File: config.mk
export PLATFORM = sky130hd
export DESIGN_NAME = blink_ctrl_flat
export DESIGN_NICKNAME = d
export VERILOG_FILES = /design/src/rtl/blink_pkg.sv /design/src/rtl/blink_ctrl_if.sv /design/src/rtl/blink_chan.sv /design/src/rtl/blink_ctrl.sv /design/src/flat_wrapper.sv
export SDC_FILE = /design/constraint.sdc
export NUM_CORES = 1
export LEC_CHECK = 0
export ABC_AREA = 1
export CAP_MARGIN = 40
export CORE_MARGIN = 2
export CORE_UTILIZATION = 40
export DETAILED_ROUTE_END_ITERATION = 12
export PLACE_DENSITY_LB_ADDON = 0.08
export SETUP_SLACK_MARGIN = 0.5
export SYNTH_ARGS = -nofsm -noshare
export SYNTH_HDL_FRONTEND = slang
export SYNTH_SLANG_ARGS = --single-unit
File: constraint.sdc
create_clock -name clk -period 8.55 [get_ports clk]
set_input_delay 0.855 -clock clk [delete_from_list [all_inputs] [get_ports clk]]
set_output_delay 0.855 -clock clk [all_outputs]
set_load 0.02 [all_outputs]
File: src/rtl/blink_pkg.sv
// Shared types and constants for the blink_ctrl LED driver.
// The PWM stage is compiled in only when BLINK_PWM_EN is defined.
package blink_pkg;

  typedef enum logic [1:0] {
    MODE_OFF     = 2'b00,
    MODE_ON      = 2'b01,
    MODE_BLINK   = 2'b10,
    MODE_ONESHOT = 2'b11
  } blink_mode_t;

  localparam int PWM_W = 8;

  // Level the channel output takes on the edge that enters a new mode.
  function automatic logic entry_level(input blink_mode_t m);
    return (m == MODE_ON) || (m == MODE_BLINK);
  endfunction

endpackage

File: src/rtl/blink_ctrl_if.sv
// Control/status bundle between the FPGA top level and blink_ctrl.
// Channel i occupies slice i of every packed vector.
interface blink_ctrl_if
  import blink_pkg::*;
#(
  parameter int NCH   = 4,
  parameter int PER_W = 16
);

  logic [2*NCH-1:0]     mode;
  logic [PER_W*NCH-1:0] period;
  logic [NCH-1:0]       trig;
  logic [PWM_W*NCH-1:0] duty;
  logic [NCH-1:0]       led;
  logic [NCH-1:0]       busy;
  logic                 tick;

  modport master (
    output mode,
    output period,
    output trig,
    output duty,
    input  led,
    input  busy,
    input  tick
  );

  modport slave (
    input  mode,
    input  period,
    input  trig,
    input  duty,
    output led,
    output busy,
    output tick
  );

endinterface

File: src/rtl/blink_chan.sv
// One indicator channel: mode register, tick counter, on/busy state and,
// when BLINK_PWM_EN is defined, a registered PWM dimming gate on the output.
module blink_chan
  import blink_pkg::*;
#(
  parameter int PER_W = 16
) (
  input  logic              clk,
  input  logic              rst,
  input  logic              tick,
  input  logic [PWM_W-1:0]  pwm_cnt,
  input  blink_mode_t       mode,
  input  logic [PER_W-1:0]  period,
  input  logic              trig,
  input  logic [PWM_W-1:0]  duty,
  output logic              led,
  output logic              busy
);

  // A zero period behaves as one tick so the channel never stalls.
  function automatic logic [PER_W-1:0] eff_period(input logic [PER_W-1:0] p);
    return (p == '0) ? PER_W'(1) : p;
  endfunction

  blink_mode_t      cur_mode;
  logic [PER_W-1:0] cnt;
  logic             on;
  logic [PER_W-1:0] pe_m1;
  logic             expired;

  assign pe_m1   = eff_period(period) - PER_W'(1);
  // >= rather than == so a period shrunk below cnt ends the phase at the next tick.
  assign expired = (cnt >= pe_m1);

  always_ff @(posedge clk or posedge rst) begin
    if (rst) begin
      cur_mode <= MODE_OFF;
      cnt      <= '0;
      on       <= 1'b0;
      busy     <= 1'b0;
    end else if (mode != cur_mode) begin
      cur_mode <= mode;
      cnt      <= '0;
      busy     <= 1'b0;
      on       <= entry_level(mode);
    end else begin
      unique case (cur_mode)
        MODE_OFF: begin
          on  <= 1'b0;
          cnt <= '0;
        end
        MODE_ON: begin
          on  <= 1'b1;
          cnt <= '0;
        end
        MODE_BLINK: begin
          if (tick) begin
            if (expired) begin
              on  <= ~on;
              cnt <= '0;
            end else begin
              cnt <= cnt + PER_W'(1);
            end
          end
        end
        MODE_ONESHOT: begin
          // A trigger always restarts the pulse, even on the terminating tick.
          if (trig) begin
            on   <= 1'b1;
            busy <= 1'b1;
            cnt  <= '0;
          end else if (busy && tick) begin
            if (expired) begin
              on   <= 1'b0;
              busy <= 1'b0;
            end else begin
              cnt <= cnt + PER_W'(1);
            end
          end
        end
        default: begin
          on  <= 1'b0;
          cnt <= '0;
        end
      endcase
    end
  end

`ifdef BLINK_PWM_EN
  logic pwm_pass;
  logic led_q;

  assign pwm_pass = (duty == '1) || (pwm_cnt < duty);

  always_ff @(posedge clk or posedge rst) begin
    if (rst) begin
      led_q <= 1'b0;
    end else begin
      led_q <= on & pwm_pass;
    end
  end

  assign led = led_q;
`else
  logic unused_pwm;
  assign unused_pwm = ^{pwm_cnt, duty};
  assign led        = on;
`endif

endmodule

File: src/rtl/blink_ctrl.sv
// Multi-channel LED driver: shared tick prescaler, NCH blink_chan instances and,
// with BLINK_PWM_EN defined, a shared free-running PWM counter.
module blink_ctrl
  import blink_pkg::*;
#(
  parameter int NCH     = 4,
  parameter int CLK_HZ  = 50_000_000,
  parameter int TICK_HZ = 1000,
  parameter int PER_W   = 16
) (
  input  logic       clk,
  input  logic       rst,
  blink_ctrl_if.slave bus
);

  localparam int TICK_DIV = CLK_HZ / TICK_HZ;
  localparam int PCNT_W   = (TICK_DIV > 1) ? $clog2(TICK_DIV) : 1;
  localparam logic [PCNT_W-1:0] PCNT_LAST = PCNT_W'(TICK_DIV - 1);

  logic [PCNT_W-1:0] pcnt;
  logic              tick_q;
  logic [PWM_W-1:0]  pwm_cnt;
  logic [NCH-1:0]    led_w;
  logic [NCH-1:0]    busy_w;

  // Free-running prescaler; channel activity never restarts it.
  always_ff @(posedge clk or posedge rst) begin
    if (rst) begin
      pcnt   <= '0;
      tick_q <= 1'b0;
    end else begin
      pcnt   <= (pcnt == PCNT_LAST) ? '0 : pcnt + PCNT_W'(1);
      tick_q <= (pcnt == PCNT_LAST);
    end
  end

`ifdef BLINK_PWM_EN
  always_ff @(posedge clk or posedge rst) begin
    if (rst) begin
      pwm_cnt <= '0;
    end else begin
      pwm_cnt <= pwm_cnt + PWM_W'(1);
    end
  end
`else
  assign pwm_cnt = '0;
`endif

  for (genvar i = 0; i < NCH; i++) begin : g_chan
    blink_chan #(
      .PER_W (PER_W)
    ) u_chan (
      .clk     (clk),
      .rst     (rst),
      .tick    (tick_q),
      .pwm_cnt (pwm_cnt),
      .mode    (blink_mode_t'(bus.mode[2*i +: 2])),
      .period  (bus.period[PER_W*i +: PER_W]),
      .trig    (bus.trig[i]),
      .duty    (bus.duty[PWM_W*i +: PWM_W]),
      .led     (led_w[i]),
      .busy    (busy_w[i])
    );
  end

  assign bus.led  = led_w;
  assign bus.busy = busy_w;
  assign bus.tick = tick_q;

endmodule

File: src/flat_wrapper.sv
// flat-port wrapper written by rule: the top's interface ports become plain ports
module blink_ctrl_flat import blink_pkg::*;
#(
  parameter int NCH     = 4,
  parameter int CLK_HZ  = 50_000_000,
  parameter int TICK_HZ = 1000,
  parameter int PER_W   = 16
)
  (clk, rst, bus_mode, bus_period, bus_trig, bus_duty, bus_led, bus_busy, bus_tick);
  blink_ctrl_if #(.NCH(NCH), .PER_W(PER_W)) bus_i ();
  input  logic clk;
  input  logic rst;
  input wire logic [$bits(bus_i.mode)-1:0] bus_mode;
  input wire logic [$bits(bus_i.period)-1:0] bus_period;
  input wire logic [$bits(bus_i.trig)-1:0] bus_trig;
  input wire logic [$bits(bus_i.duty)-1:0] bus_duty;
  output wire logic [$bits(bus_i.led)-1:0] bus_led;
  output wire logic [$bits(bus_i.busy)-1:0] bus_busy;
  output wire logic [$bits(bus_i.tick)-1:0] bus_tick;
  assign bus_i.mode = bus_mode;
  assign bus_i.period = bus_period;
  assign bus_i.trig = bus_trig;
  assign bus_i.duty = bus_duty;
  assign bus_led = bus_i.led;
  assign bus_busy = bus_i.busy;
  assign bus_tick = bus_i.tick;
  blink_ctrl #(.NCH(NCH), .CLK_HZ(CLK_HZ), .TICK_HZ(TICK_HZ), .PER_W(PER_W)) u_core (.clk(clk), .rst(rst), .bus(bus_i));
endmodule
### Word level (Yosys, flattened, before mapping)

Index checks and enable logic that the tools add are counted.

* bits in registers: 97
* input bits: 110
* output and inout bits: 9
* logic and storage cells: 193

* add/subtract/negate cells: 9
* $lt $le $gt $ge: 4
* equality and inequality tests: 45
* muxes and demuxes: 69
* bitwise gates (word level): 4
* reduce and logical (&&, ||, !) cells: 44

Operators by type and width (count)
* $mux 16: 29
* $pmux 16 s3: 4
* $add 16x1->16 const B: 5
* $ge 16x16->1: 4
* $logic_not 16->1: 4
* $sub 16x1->16 const B: 4
* $ne 4x4->1 const B: 12
* $mux 1: 32
* $eq 2x2->1 const B: 12
* $reduce_and 3->1: 8
* $reduce_bool 3->1: 8
* $eq 16x16->1 const B: 1
* $eq 2x1->1 const B: 8
* $pmux 1 s4: 4
* $reduce_and 4->1: 4
* $ne 3x2->1 const B: 4
* $ne 3x3->1 const B: 4
* $logic_not 2->1: 4
* $ne 2x2->1: 4
* $reduce_bool 2->1: 4
* $reduce_or 2->1: 4
* $logic_and 1x1->1: 4
* $logic_or 1x1->1: 4
* $not 1->1: 4

### Depth between registers and ports, before layout

Gate-level depths: netlist of run 1.

* depth in word-level cells: 9
* depth in mapped cells: 25
* depth with buffers taken out: 25

### Hierarchy

A second synthesis of run 1 with hierarchy kept.

* cell total of the unflattened synthesis: 1604
* area, all modules: 10114.7 sq um

By module, submodules not included
* blink_chan at u_core.g_chan[0].u_chan ...: instances 3, cells each 370, area an instance 2293.4 sq um, seq. area each 500.5 sq um
* blink_chan at u_core.g_chan[3].u_chan: instances 1, cells each 371, area an instance 2303.5 sq um, seq. area each 500.5 sq um
* blink_ctrl: instances 1, cells each 123, area an instance 930.9 sq um, seq. area each 425.4 sq um

### Worst setup path after synthesis of run 1

Ideal clock, no wire load.

* kind: input to register
* from: input bus_period[37]
* to: register u_core.g_chan[2].u_chan.cnt[7]
* library setup time: 0.118 ns
* arrival: 3.635 ns
* required time: 8.432 ns
* slack: 4.796 ns
* stages on the path: 24
* path buffers: 1
* path through: nor2_1 -> nand2_1 -> nor2_1 -> nand4_1 -> nand2_1 -> inv_1 -> ha_1 -> nand2_1 -> nor2_1 -> nand3_1 -> or2_2 -> nor2_1 -> xor2_1 -> inv_1 -> ha_1 -> nand2_1 -> nor2_1 -> a21oi_1 -> nand3_1 -> a21oi_4 -> inv_4 -> buf_6 -> nand2_1 -> nand2_1

* cells in the longest elaborated chain, start to end: 8
* elaborated cells on any way between the ends: 10
* those cells by class: add/sub: 1; order compare: 1; eq/ne: 1; mux: 5; reduce/logical: 2

RTL lines
* start: declaration: RTL line flat_wrapper.sv:14 `input wire logic [$bits(bus_i.period)-1:0] bus_period;`
* $logic_not 16->1: RTL line blink_chan.sv:22 `return (p == '0) ? PER_W'(1) : p;`
* $mux 16 *: RTL line blink_chan.sv:22
* $sub 16x1->16 *: RTL line blink_chan.sv:31 `assign pe_m1 = eff_period(period) - PER_W'(1);`
* $ge 16x16->1 *: RTL line blink_chan.sv:33 `assign expired = (cnt >= pe_m1);`
* $mux 16: RTL line blink_chan.sv:58 `if (expired) begin`
* $mux 16: RTL line blink_chan.sv:57 `if (tick) begin`
* $pmux 16 s3: RTL line blink_chan.sv:47 `unique case (cur_mode)`
* $mux 16: RTL line blink_chan.sv:41 `end else if (mode != cur_mode) begin`
* end signal: assignment: RTL line blink_chan.sv:62 `cnt <= cnt + PER_W'(1);`
* end signal: assignment: RTL line blink_chan.sv:77 `cnt <= cnt + PER_W'(1);`
* end: declaration: RTL line blink_chan.sv:26 `logic [PER_W-1:0] cnt;`

Mark *: on every way between the ends. The rest lies on a longest branch, timed or not. The select of a mux whose other input is x is not followed.
A chain may end at the register's enable or synchronous reset.

### Worst setup path after layout of run 1

* from: input bus_period[18]
* to: register u_core.g_chan[1].u_chan.cnt[6]

* cells in the longest elaborated chain, start to end: 8
* elaborated cells on any way between the ends: 10
* those cells by class: add/sub: 1; order compare: 1; eq/ne: 1; mux: 5; reduce/logical: 2

RTL lines (RTL line)
* $logic_not 16->1: blink_chan.sv:22
* $mux 16 *: blink_chan.sv:22
* $sub 16x1->16 *: blink_chan.sv:31
* $ge 16x16->1 *: blink_chan.sv:33
* $mux 16: blink_chan.sv:58
* $mux 16: blink_chan.sv:57
* $pmux 16 s3: blink_chan.sv:47
* $mux 16: blink_chan.sv:41
* end signal: assignment: blink_chan.sv:62
* end signal: assignment: blink_chan.sv:77
* end: declaration: blink_chan.sv:26

Marked as above.

==> reports/metrics.yaml, run 1 <==
status:
  status: "completed"
setup_path:
  critPathCaptureType: "flip-flop"
  path_cells: "clkdlybuf4s50_1 > nor2_1 > nand3_1 > nand3b_1 > inv_1 > nor2_1 > ha_1 > nand3_1 > nor2_1 > nand3_1 > nor2_1 > xor2_1 > inv_1 > ha_1 > nand4_1 > a21oi_1 > nor2_2 > nand2_2 > a21oi_4 > inv_4 > nand2_1 > nand2_1"
  regToRegStartpoint: "u_core.g_chan[1].u_chan.cnt[9]"
  r2r_end: "u_core.g_chan[1].u_chan.cnt[6]"
  cp-start-kind: "input pin"
  cp.required_ps: 8790
  critPathCapture: "u_core.g_chan[1].u_chan.cnt[6]"
  r2r_slack_ps: 5670
  path_buf_inv: 4
  cp_num_cells: 22
  rr_worst_depth: 11
  arrival_ps: 5140
  cp_top_family: "simple AND/OR/NAND/NOR gates"
  worstSetupStartpoint: "bus_period[18]"
  critPathKind: "input pin to flip-flop"
  slowest_delay_ps: 610
  slowest_stage: "nor2_2"
  crit_fanout: 17
  crit_path_frequent_cell: "nor2_1"
global_route:
  grt_max_degree: 47
  grt_usage: 0.183
  grt_pass1_vias: 8003
  antenna_found_initial: 0
  grt-ovfl-total: 0
  grt_pass1_wl_um: 36900
clocking:
  cts_root_buf: "clkbuf_16"
  h-tree-depth: 3
  cts_resized: 0
  clock_latency_ps: 350
  postCtsSetupBuffers: 0
  clockBufferDepth: 2
  clkSinkCount: 97
  cts_tree: "yes"
  clk_pin_slew_ps: 70
  cts_hold_buf: 0
  cts_buffers: 9
timing:
  fmaxAchievable_mhz: 204
  finalWorstPathRequiredPeriod_ps: 4900
  post-route-worst-setup-slack_ps: 3650
  fin_worst_skew_ps: 9.11
  fin_setup_tns_ps: 0
  finalSetupViolations: 0
  worstMarginPinSlew_ps: 840
  rsz0062_at_grt: "false"
  post-route-period-util: 0.573
  finalHoldViolCount: 0
  slew_headroom: 0.439
  slew_viol_final: 0
final_layout:
  drive_gt1_frac: 0.0421
  post-route-util: 0.465
  multi_input_area_sq_um: 5910
  fin_nets: 1627
  syn_to_final_growth_pct: 14.1
  diodes: 0
  regArea_sq_um: 2430
  fillCellCount: 2345
floorplanning:
  die_area_sq_um: 24300
  fp.coreArea_sq_um: 22600
  die_w_um: 156
  io_pins: 119
  core.rowCount: 55
  initial_core_util: 0.408
  die_h_um: 156
logic_synthesis:
  synth_warnings: 0
  synth_edf_count: 0
  synth.cell_area_sq_um: 9240
  syn_avg_cell_area_sq_um: 6.67
  synthArstFlopShare: 1.00
  synth.distinct_cells: 46
  ys_ff_latch: 97
  synth_seq_area_share: 0.263
  ys.flop_type: "dfrtp_1"
  synth_nets: 1568
  synth_cells: 1385
route:
  route.detailed.drc: 0
  num_vias: 8578
  via_per_inst: 4.95
  postRouteAntennaNets: 0
  drtIter0Drc: 383
  drt-total-wl_um: 21500
  first_pass_iters: 4
  routedWlPerCell_um: 12.4
power_and_ir_drop:
  power_mw: 1.09
  power_switching_mw: 0.304
  power_switching_share: 0.279
  intPower_mw: 0.783
  p_leak_nw: 5.47
  worst_ir_drop_vdd_v: 0.0000845
  clock_power_share: 0.383
  p_per_area_nw_per_um2: 103
  power_frac_seq: 0.436
  comb_power_share: 0.180
hold_path:
  min_path_type: "flip-flop to flip-flop"
placed_design:
  hpwl_um: 16600
  place.gp.congestion: 0.841
  port_buffers: 86
  pre_cts_slack_ps: 3280
job:
  cap_violations: 0
==> logic make-up (layout without fill, tap and decap cells) <==
| family | after synthesis | after routing | synth area share |
|---|---|---|---|
| flops | 97 | 97 | 0.263 |
| simple gates | 814 | 814 | 0.386 |
| buf+inv | 208 | 272 | 0.0967 |
| fa+ha+maj | 73 | 73 | 0.0989 |
| compound gates | 95 | 95 | 0.0623 |
| xor+xnor | 98 | 98 | 0.0929 |
==> flip-flops by register name, summed over array words and instances (netlist names) <==
register	count
u_core.g_chan.u_chan.busy	4
u_core.g_chan.u_chan.cnt	64
u_core.bus.tick	1
u_core.g_chan.u_chan.led	4
u_core.g_chan.u_chan.cur_mode	8
u_core.pcnt	16
==> power by group through the flow <==
stage	combinational (mW)	clock, mW	sequential [mW]
finish	0.196	0.417	0.474
global route	0.223	0.451	0.475
CTS	0.200	0.436	0.474
detailed placement	0.199	0	0.483
global placement	0.196	0	0.483
floorplan	0.126	0	0.480
==> cell usage after synthesis, types with 15 or more instances <==
| cell | number | area share |
|---|---|---|
| o21ai_0 | 34 | 0.018 |
| nand2_1 | 411 | 0.17 |
| inv_1 | 159 | 0.065 |
| nor3_1 | 22 | 0.012 |
| nand3_1 | 119 | 0.064 |
| nor2_1 | 151 | 0.061 |
| nand4_1 | 71 | 0.048 |
| clkbuf_1 | 15 | 0.0061 |
| ha_1 | 73 | 0.099 |
| xor2_1 | 74 | 0.070 |
| a21oi_1 | 36 | 0.020 |
| dfrtp_1 | 97 | 0.26 |
| xnor2_1 | 24 | 0.023 |
==> metrics by stage <==
stage	hold WS [ps]	cell area, sq um	cells
after floorplan	432	9240	1385
after global placement	453	10200	1717
after detailed placement	459	10200	1718
after CTS	467	10500	1734
after global routing	510	10500	1734
final	463	10500	1734
==> placed cells by master (no fill, tap or decap), types with 5 or more instances in the layout <==
| master | count |
|---|---|
| clkbuf_16 | 9 |
| nand2_2 | 7 |
| or2_2 | 7 |
| inv_4 | 5 |
| nor3_1 | 22 |
| nand4_1 | 71 |
| a21oi_1 | 36 |
| inv_1 | 158 |
| o21ai_0 | 34 |
| clkdlybuf4s50_1 | 86 |
| xnor2_1 | 24 |
| ha_1 | 73 |
| nand2_1 | 411 |
| nor4_1 | 5 |
| nand3_1 | 119 |
| xor2_1 | 74 |
| nor2_1 | 151 |
| dfrtp_1 | 97 |
==> worst min-delay path by stage <==
stage / from / to / slack [ps] / cells past startpoint
final: u_core.pcnt[0] / u_core.pcnt[0] / 460 / 1
after global placement: u_core.pcnt[0] / u_core.pcnt[0] / 450 / 1
after detailed placement: u_core.pcnt[0] / u_core.pcnt[0] / 460 / 1
after global routing: u_core.pcnt[0] / u_core.pcnt[0] / 510 / 1
after CTS: u_core.pcnt[0] / u_core.pcnt[0] / 470 / 1
after floorplan: u_core.pcnt[0] / u_core.pcnt[0] / 430 / 1
==> routing by layer <==
layer / global-route usage / share of wire
met5: 0 / 0
met4: 0.0323 / 0.0083
met3: 0.0297 / 0.029
met2: 0.303 / 0.46
met1: 0.255 / 0.51
==> final cells by class <==
cell class / instances / area share
multi-input cells: 1080 / 0.561
flip-flops and latches: 97 / 0.230
clock buffers: 12 / 0.0234
repair buffers: 88 / 0.0850
inverters: 168 / 0.0610
clock inverters: 4 / 0.00499
well taps: 285 / 0.0338
Note: power is estimated with default switching activity, not from simulation.
==> inputs of run 2 (changes only) <==
Clock period 8.55 ns to 4.9 ns, I/O delays scaled along.
==> run 2 against run 1 <==
  * Via count is essentially flat
  * Power grew 72%
  * Die area unchanged
  * Global-route usage grew 0.15 points
  * Sequential share of layout area is 0.19 points lower
  * Clock power increased by 65%
  * Non-clock buffer count grew 9
  * Clock skew is 4.2 ps higher
  * Hold slack improved by 6.5 ps
  * Largest cell class unchanged
  * Critical path depth increased by 3
==> reports/metrics.yaml, run 2 (synthesis results as in run 1) <==
floorplanning:
  die_h_um: 156  # unchanged
  io_pins: 119  # unchanged
  die_area_sq_um: 24300  # unchanged
  die_w_um: 156  # unchanged
  fp.coreArea_sq_um: 22600  # unchanged
  core.rowCount: 55  # unchanged
  initial_core_util: 0.408  # unchanged
route:
  routedWlPerCell_um: 12.5  # +0.56%
  first_pass_iters: 5  # +1
  drt-total-wl_um: 21700  # +1.1%
  route.detailed.drc: 0  # unchanged
  drtIter0Drc: 398  # +3.9%
  via_per_inst: 4.92  # -0.47%
  postRouteAntennaNets: 0  # unchanged
  num_vias: 8582  # +0.047%
timing:
  post-route-worst-setup-slack_ps: 910  # -2740 ps
  slew_headroom: 0.433  # -0.00648
  fin_setup_tns_ps: 0  # unchanged
  fmaxAchievable_mhz: 251
  finalSetupViolations: 0  # unchanged
  worstMarginPinSlew_ps: 850  # +9.71 ps
  finalWorstPathRequiredPeriod_ps: 3990
  slew_viol_final: 0  # unchanged
  post-route-period-util: 0.814
  fin_worst_skew_ps: 13.3  # +4.22 ps
  finalHoldViolCount: 0  # unchanged
  hold_ws_ps: 470  # +6.46 ps
  rsz0062_at_grt: "false"
clocking:
  cts_buffers: 9  # unchanged
  clock_latency_ps: 360  # about the same
  clockBufferDepth: 2  # unchanged
  cts_tree: "yes"
  cts_hold_buf: 0  # unchanged
  h-tree-depth: 3  # unchanged
  clk_pin_slew_ps: 70  # about the same
  cts_root_buf: "clkbuf_16"
  clkSinkCount: 97  # unchanged
placed_design:
  pre_cts_slack_ps: 317  # -2960 ps
  port_buffers: 86  # unchanged
  hpwl_um: 16700  # +0.74%
  place.gp.congestion: 0.825  # -1.9%
setup_path:
  cp-start-kind: "input pin"
  critPathCaptureType: "flip-flop"
  r2r_slack_ps: 2670  # -3000 ps
  cp.required_ps: 5180  # -3610 ps
  regToRegStartpoint: "u_core.g_chan[3].u_chan.cnt[3]"
  r2r_end: "u_core.g_chan[3].u_chan.cnt[1]"
  crit_fanout: 8  # -9
  critPathKind: "input pin to flip-flop"
  rr_worst_depth: 10  # -1
  worstSetupStartpoint: "bus_period[41]"
  arrival_ps: 4270  # -870 ps
power_and_ir_drop:
  power_switching_share: 0.291  # +0.0117
  power_switching_mw: 0.543  # +79%
  p_leak_nw: 5.50  # +0.62%
  worst_ir_drop_vdd_v: 0.000145  # +72%
  p_per_area_nw_per_um2: 176  # +70%
  power_frac_seq: 0.443  # +0.007
  comb_power_share: 0.187  # +0.007
  intPower_mw: 1.32  # +69%
  power_mw: 1.87  # +72%
  clock_power_share: 0.369  # -0.014
final_layout:
  diodes: 0  # unchanged
  syn_to_final_growth_pct: 15.0
  final_cell_mix: "408 x nand2_1, 158 x inv_1, 150 x nor2_1"
  largest_register: "u_core.g_chan.u_chan.cnt"
  final_common_cell: "nand2_1"
  fin_nets: 1636  # +0.55%
  drive_gt1_frac: 0.0535  # +0.0114
  reg.largest.list: "u_core.g_chan.u_chan.cnt x64, u_core.pcnt x16, u_core.g_chan.u_chan.cur_mode x8"
  largest_reg_flops: 64  # unchanged
hold_path:
  min_to: "u_core.pcnt[0]"
  min_from: "u_core.pcnt[0]"
  hold_depth: 1  # unchanged
  min_path_type: "flip-flop to flip-flop"
global_route:
  antenna_found_initial: 0  # unchanged
  grt-ovfl-total: 0  # unchanged
  grt_pass1_wl_um: 37300  # +0.88%
  grt_pass1_vias: 7887  # -1.4%
  grt_usage: 0.184  # +0.00147
  grt_max_degree: 46  # -2.1%
job:
  cap_violations: 0  # unchanged
status:
  status: "completed"
-- run 2: metal layers --
layer  track usage  wire, um  part of all wire  up-vias
li1              -         -                 -     4619
met1         0.256     11000              0.51     3858
met2         0.311     10000              0.46      101
met3        0.0292       624             0.029        4
met4        0.0236        84            0.0039        0
met5             0         0                 0        -
-- run 2: critical path: stages --
cell and delay [ps]:
clkdlybuf4s50_1 540, nor2_1 90, nand2_1 70, nor2_1 50
nand4_1 70, nand2_1 70, inv_1 80, ha_1 190
nand2_1 120, nor2_1 230, nand3_1 150, or2_2 310
nor2_1 120, xor2_1 160, inv_1 60, ha_1 280
nand2_1 90, nor2_1 60, a21oi_2 230, nand3_1 210
a21oi_4 210, buf_4 150, buf_12 110, nand4_1 70
nand2_1 80
-- run 2: worst max path at each step --
stage | endpoint | slack, ps
final | u_core.g_chan[2].u_chan.cnt[8] | 910
after global routing | u_core.g_chan[0].u_chan.cnt[3] | 500
after CTS | u_core.g_chan[2].u_chan.cnt[8] | 680
after detailed placement | u_core.g_chan[2].u_chan.cnt[14] | 320
after global placement | u_core.g_chan[0].u_chan.cnt[11] | 360
after floorplan | u_core.g_chan[2].u_chan.cnt[7] | 1510
-- run 2: through the flow --
step	cells	cell area [sq um]	utilization
2_1_floorplan	1385	9240	-
3_3_place_gp	1723	10300	0.453
3_5_place_dp	1724	10300	0.455
4_1_cts	1740	10600	0.467
5_1_grt	1743	10600	0.469
6_report	1743	10600	0.469
-- run 2: final cells by class --
class                           instances  area [sq um]
Tap cell                              285           357
Sequential cell                        97          2430
Inverter                              168           643
Fill cell                            2366         12000
Timing Repair Buffer                   97           976
Clock buffer                           11           243
Clock inverter                          5          40.0
Multi-Input combinational cell       1080          5940
-- run 2: power groups by stage --
stage | clock [mW] | combinational (mW) | sequential [mW]
6_report | 0.689 | 0.350 | 0.827
5_1_grt | 0.755 | 0.397 | 0.830
4_1_cts | 0.724 | 0.353 | 0.827
3_5_place_dp | 0 | 0.351 | 0.843
3_3_place_gp | 0 | 0.344 | 0.844
2_1_floorplan | 0 | 0.221 | 0.838
-- run 2: repair_timing --
| action | 4_1_cts | 5_1_grt |
|---|---|---|
| gates resized for setup | 0 | 7 |
| endpoints found under the hold margin | 0 | 0 |
| setup endpoints to repair | 0 | 32 |
| buffers inserted | 0 | 3 |
==> inputs of run 3 (changes only) <==
Clock period 4.9 ns to 3.7 ns, I/O delays scaled along.
==> run 3 against run 2 <==
  * Combinational power up 64%
  * Largest cell class unchanged
  * First-iteration DRC count down 9.0%
  * Via count up 5.9%
  * Final cell count up 6.9%
==> reports/metrics.yaml, run 3 (synthesis results as in run 1) <==
floorplanning:
  die_w_um: 156  # unchanged
  io_pins: 119  # unchanged
  fp.coreArea_sq_um: 22600  # unchanged
  die_h_um: 156  # unchanged
  initial_core_util: 0.408  # unchanged
  die_area_sq_um: 24300  # unchanged
  core.rowCount: 55  # unchanged
clocking:
  cts_buffers: 9  # unchanged
  clkSinkCount: 97  # unchanged
  h-tree-depth: 3  # unchanged
  clockBufferDepth: 2  # unchanged
  cts_tree: "yes"
  clk_pin_slew_ps: 70  # about the same
  clock_latency_ps: 350  # about the same
  cts_root_buf: "clkbuf_16"
power_and_ir_drop:
  intPower_mw: 1.83  # +38%
  comb_power_share: 0.221  # +0.034
  clock_power_share: 0.357  # -0.012
  p_leak_nw: 6.71  # +22%
  power_frac_seq: 0.422  # -0.021
  power_switching_mw: 0.776  # +43%
  p_per_area_nw_per_um2: 212  # +21%
  power_switching_share: 0.298  # +0.00705
  worst_ir_drop_vdd_v: 0.000244  # +68%
final_layout:
  diodes: 0  # unchanged
  final_common_cell: "nand2_1"
  fin_cells: 1864  # +6.9%
  reg.largest.list: "u_core.g_chan.u_chan.cnt x64, u_core.pcnt x16, u_core.g_chan.u_chan.cur_mode x8"
  fin_nets: 1757  # +7.4%
  syn_to_final_growth_pct: 33.1
  stdcell_area_sq_um: 12300  # +16%
  drive_gt1_frac: 0.191  # +0.138
  largest_reg_flops: 64  # unchanged
  largest_register: "u_core.g_chan.u_chan.cnt"
  final_cell_mix: "386 x nand2_1, 149 x inv_1, 123 x nor2_1"
global_route:
  grt_max_degree: 59  # +28%
  antenna_found_initial: 0  # unchanged
  grt-ovfl-total: 0  # unchanged
  grt_pass1_wl_um: 39100  # +4.9%
  grt_usage: 0.193  # +0.00857
  grt_pass1_vias: 8534  # +8.2%
hold_path:
  min_path_type: "flip-flop to flip-flop"
  min_from: "u_core.pcnt[0]"
  hold_depth: 1  # unchanged
setup_path:
  r2r_slack_ps: 1570  # -1100 ps
  worstSetupStartpoint: "bus_period[5]"
  regToRegStartpoint: "u_core.g_chan[0].u_chan.cnt[5]"
  arrival_ps: 3310  # -960 ps
  cp-start-kind: "input pin"
  critPathKind: "input pin to flip-flop"
  rr_worst_depth: 12  # +2
  critPathCaptureType: "flip-flop"
  crit_fanout: 9  # +1
  cp.required_ps: 3980  # -1200 ps
route:
  via_per_inst: 4.87  # -1.0%
  num_vias: 9086  # +5.9%
  routedWlPerCell_um: 12.3  # -0.91%
  route.detailed.drc: 0  # unchanged
  postRouteAntennaNets: 0  # unchanged
  drt-total-wl_um: 23000  # +6.0%
  drtIter0Drc: 362  # -9.0%
  first_pass_iters: 5  # unchanged
placed_design:
  hpwl_um: 17200  # +2.9%
  placed_area_sq_um: 11100  # +7.7%
  dp_cells: 1829  # +6.1%
  port_buffers: 86  # unchanged
  place.gp.congestion: 0.856  # +3.7%
  pre_cts_slack_ps: -280  # -597 ps
timing:
  finalWorstPathRequiredPeriod_ps: 3030
  worstMarginPinSlew_ps: 779  # -71.1 ps
  fmaxAchievable_mhz: 330
  finalHoldViolCount: 0  # unchanged
  post-route-period-util: 0.818
  rsz0062_at_grt: "false"
  slew_viol_final: 0  # unchanged
  post-route-worst-setup-slack_ps: 673  # -237 ps
  fin_setup_tns_ps: 0  # unchanged
  fin_worst_skew_ps: 11.9  # -1.39 ps
  finalSetupViolations: 0  # unchanged
  slew_headroom: 0.480  # +0.0475
status:
  status: "completed"
job:
  cap_violations: 0  # unchanged
[run 3: worst paths after layout]
path / end
worst max-delay path: u_core.g_chan[0].u_chan.cnt[9]
worst min-delay path: u_core.pcnt[0]
worst max register to register: u_core.g_chan[0].u_chan.cnt[9]
worst min register to register: u_core.pcnt[0]
max in group asynchronous: u_core.g_chan[1].u_chan.cnt[14]
min in group asynchronous: u_core.g_chan[0].u_chan.cnt[1]
[run 3: power by group through the flow]
stage | combinational, mW | clock, mW | sequential [mW]
after global routing | 0.646 | 1.01 | 1.10
after CTS | 0.555 | 0.965 | 1.10
final | 0.575 | 0.928 | 1.10
after detailed placement | 0.529 | 0 | 1.12
after floorplan | 0.292 | 0 | 1.11
after global placement | 0.526 | 0 | 1.12
[run 3: worst max-delay path: stages]
cell and delay, ps:
clkdlybuf4s15_1 180, or2_4 260, nor2_4 110, a41oi_2 130, ha_2 200, nand2_2 80, nor2_4 40, and3_4 150
buf_4 130, xnor2_1 130, ha_1 270, nand2_1 50, inv_1 60, nand3_1 90, nor3_2 180, buf_4 180
nand2_4 80, nand3_4 110, nand2_4 70, nand2_8 100, buf_12 110, buf_16 110, nand2_1 40, o21ai_1 70
[run 3: repair_timing]
| action | 4_1_cts | 5_1_grt |
|---|---|---|
| cloned | 2 | 0 |
| pin swaps | 32 | 79 |
| hold endpoints to repair | 0 | 0 |
| buffers inserted | 9 | 8 |
| gates resized for setup | 94 | 155 |
| hold buffers | 0 | 0 |
| setup endpoints to repair | 70 | 72 |
[run 3: layer usage]
layer  vias to the layer above  share of wire  track usage
met4                         0          0.012       0.0454
met5                         -              0            0
met1                      4104           0.48        0.265
li1                       4860              -            -
met2                       106           0.48        0.325
met3                        16          0.027       0.0233
[run 3: layout make-up]
| class | count | area (sq um) |
|---|---|---|
| repair buffers | 218 | 2050 |
| multi-input cells | 1080 | 6520 |
| inverters | 168 | 648 |
| clock inverters | 6 | 50.0 |
| well taps | 285 | 357 |
| clock buffers | 10 | 239 |
| fillers | 2235 | 10400 |
| flip-flops and latches | 97 | 2430 |
[run 3: through the flow]
| step | hold WS [ps] | total power [mW] | utilization |
|---|---|---|---|
| floorplan | 432 | 1.40 | - |
| global placement | 459 | 1.64 | 0.490 |
| detailed placement | 456 | 1.65 | 0.490 |
| CTS | 470 | 2.62 | 0.519 |
| global route | 494 | 2.76 | 0.543 |
| finish | 466 | 2.60 | 0.543 |
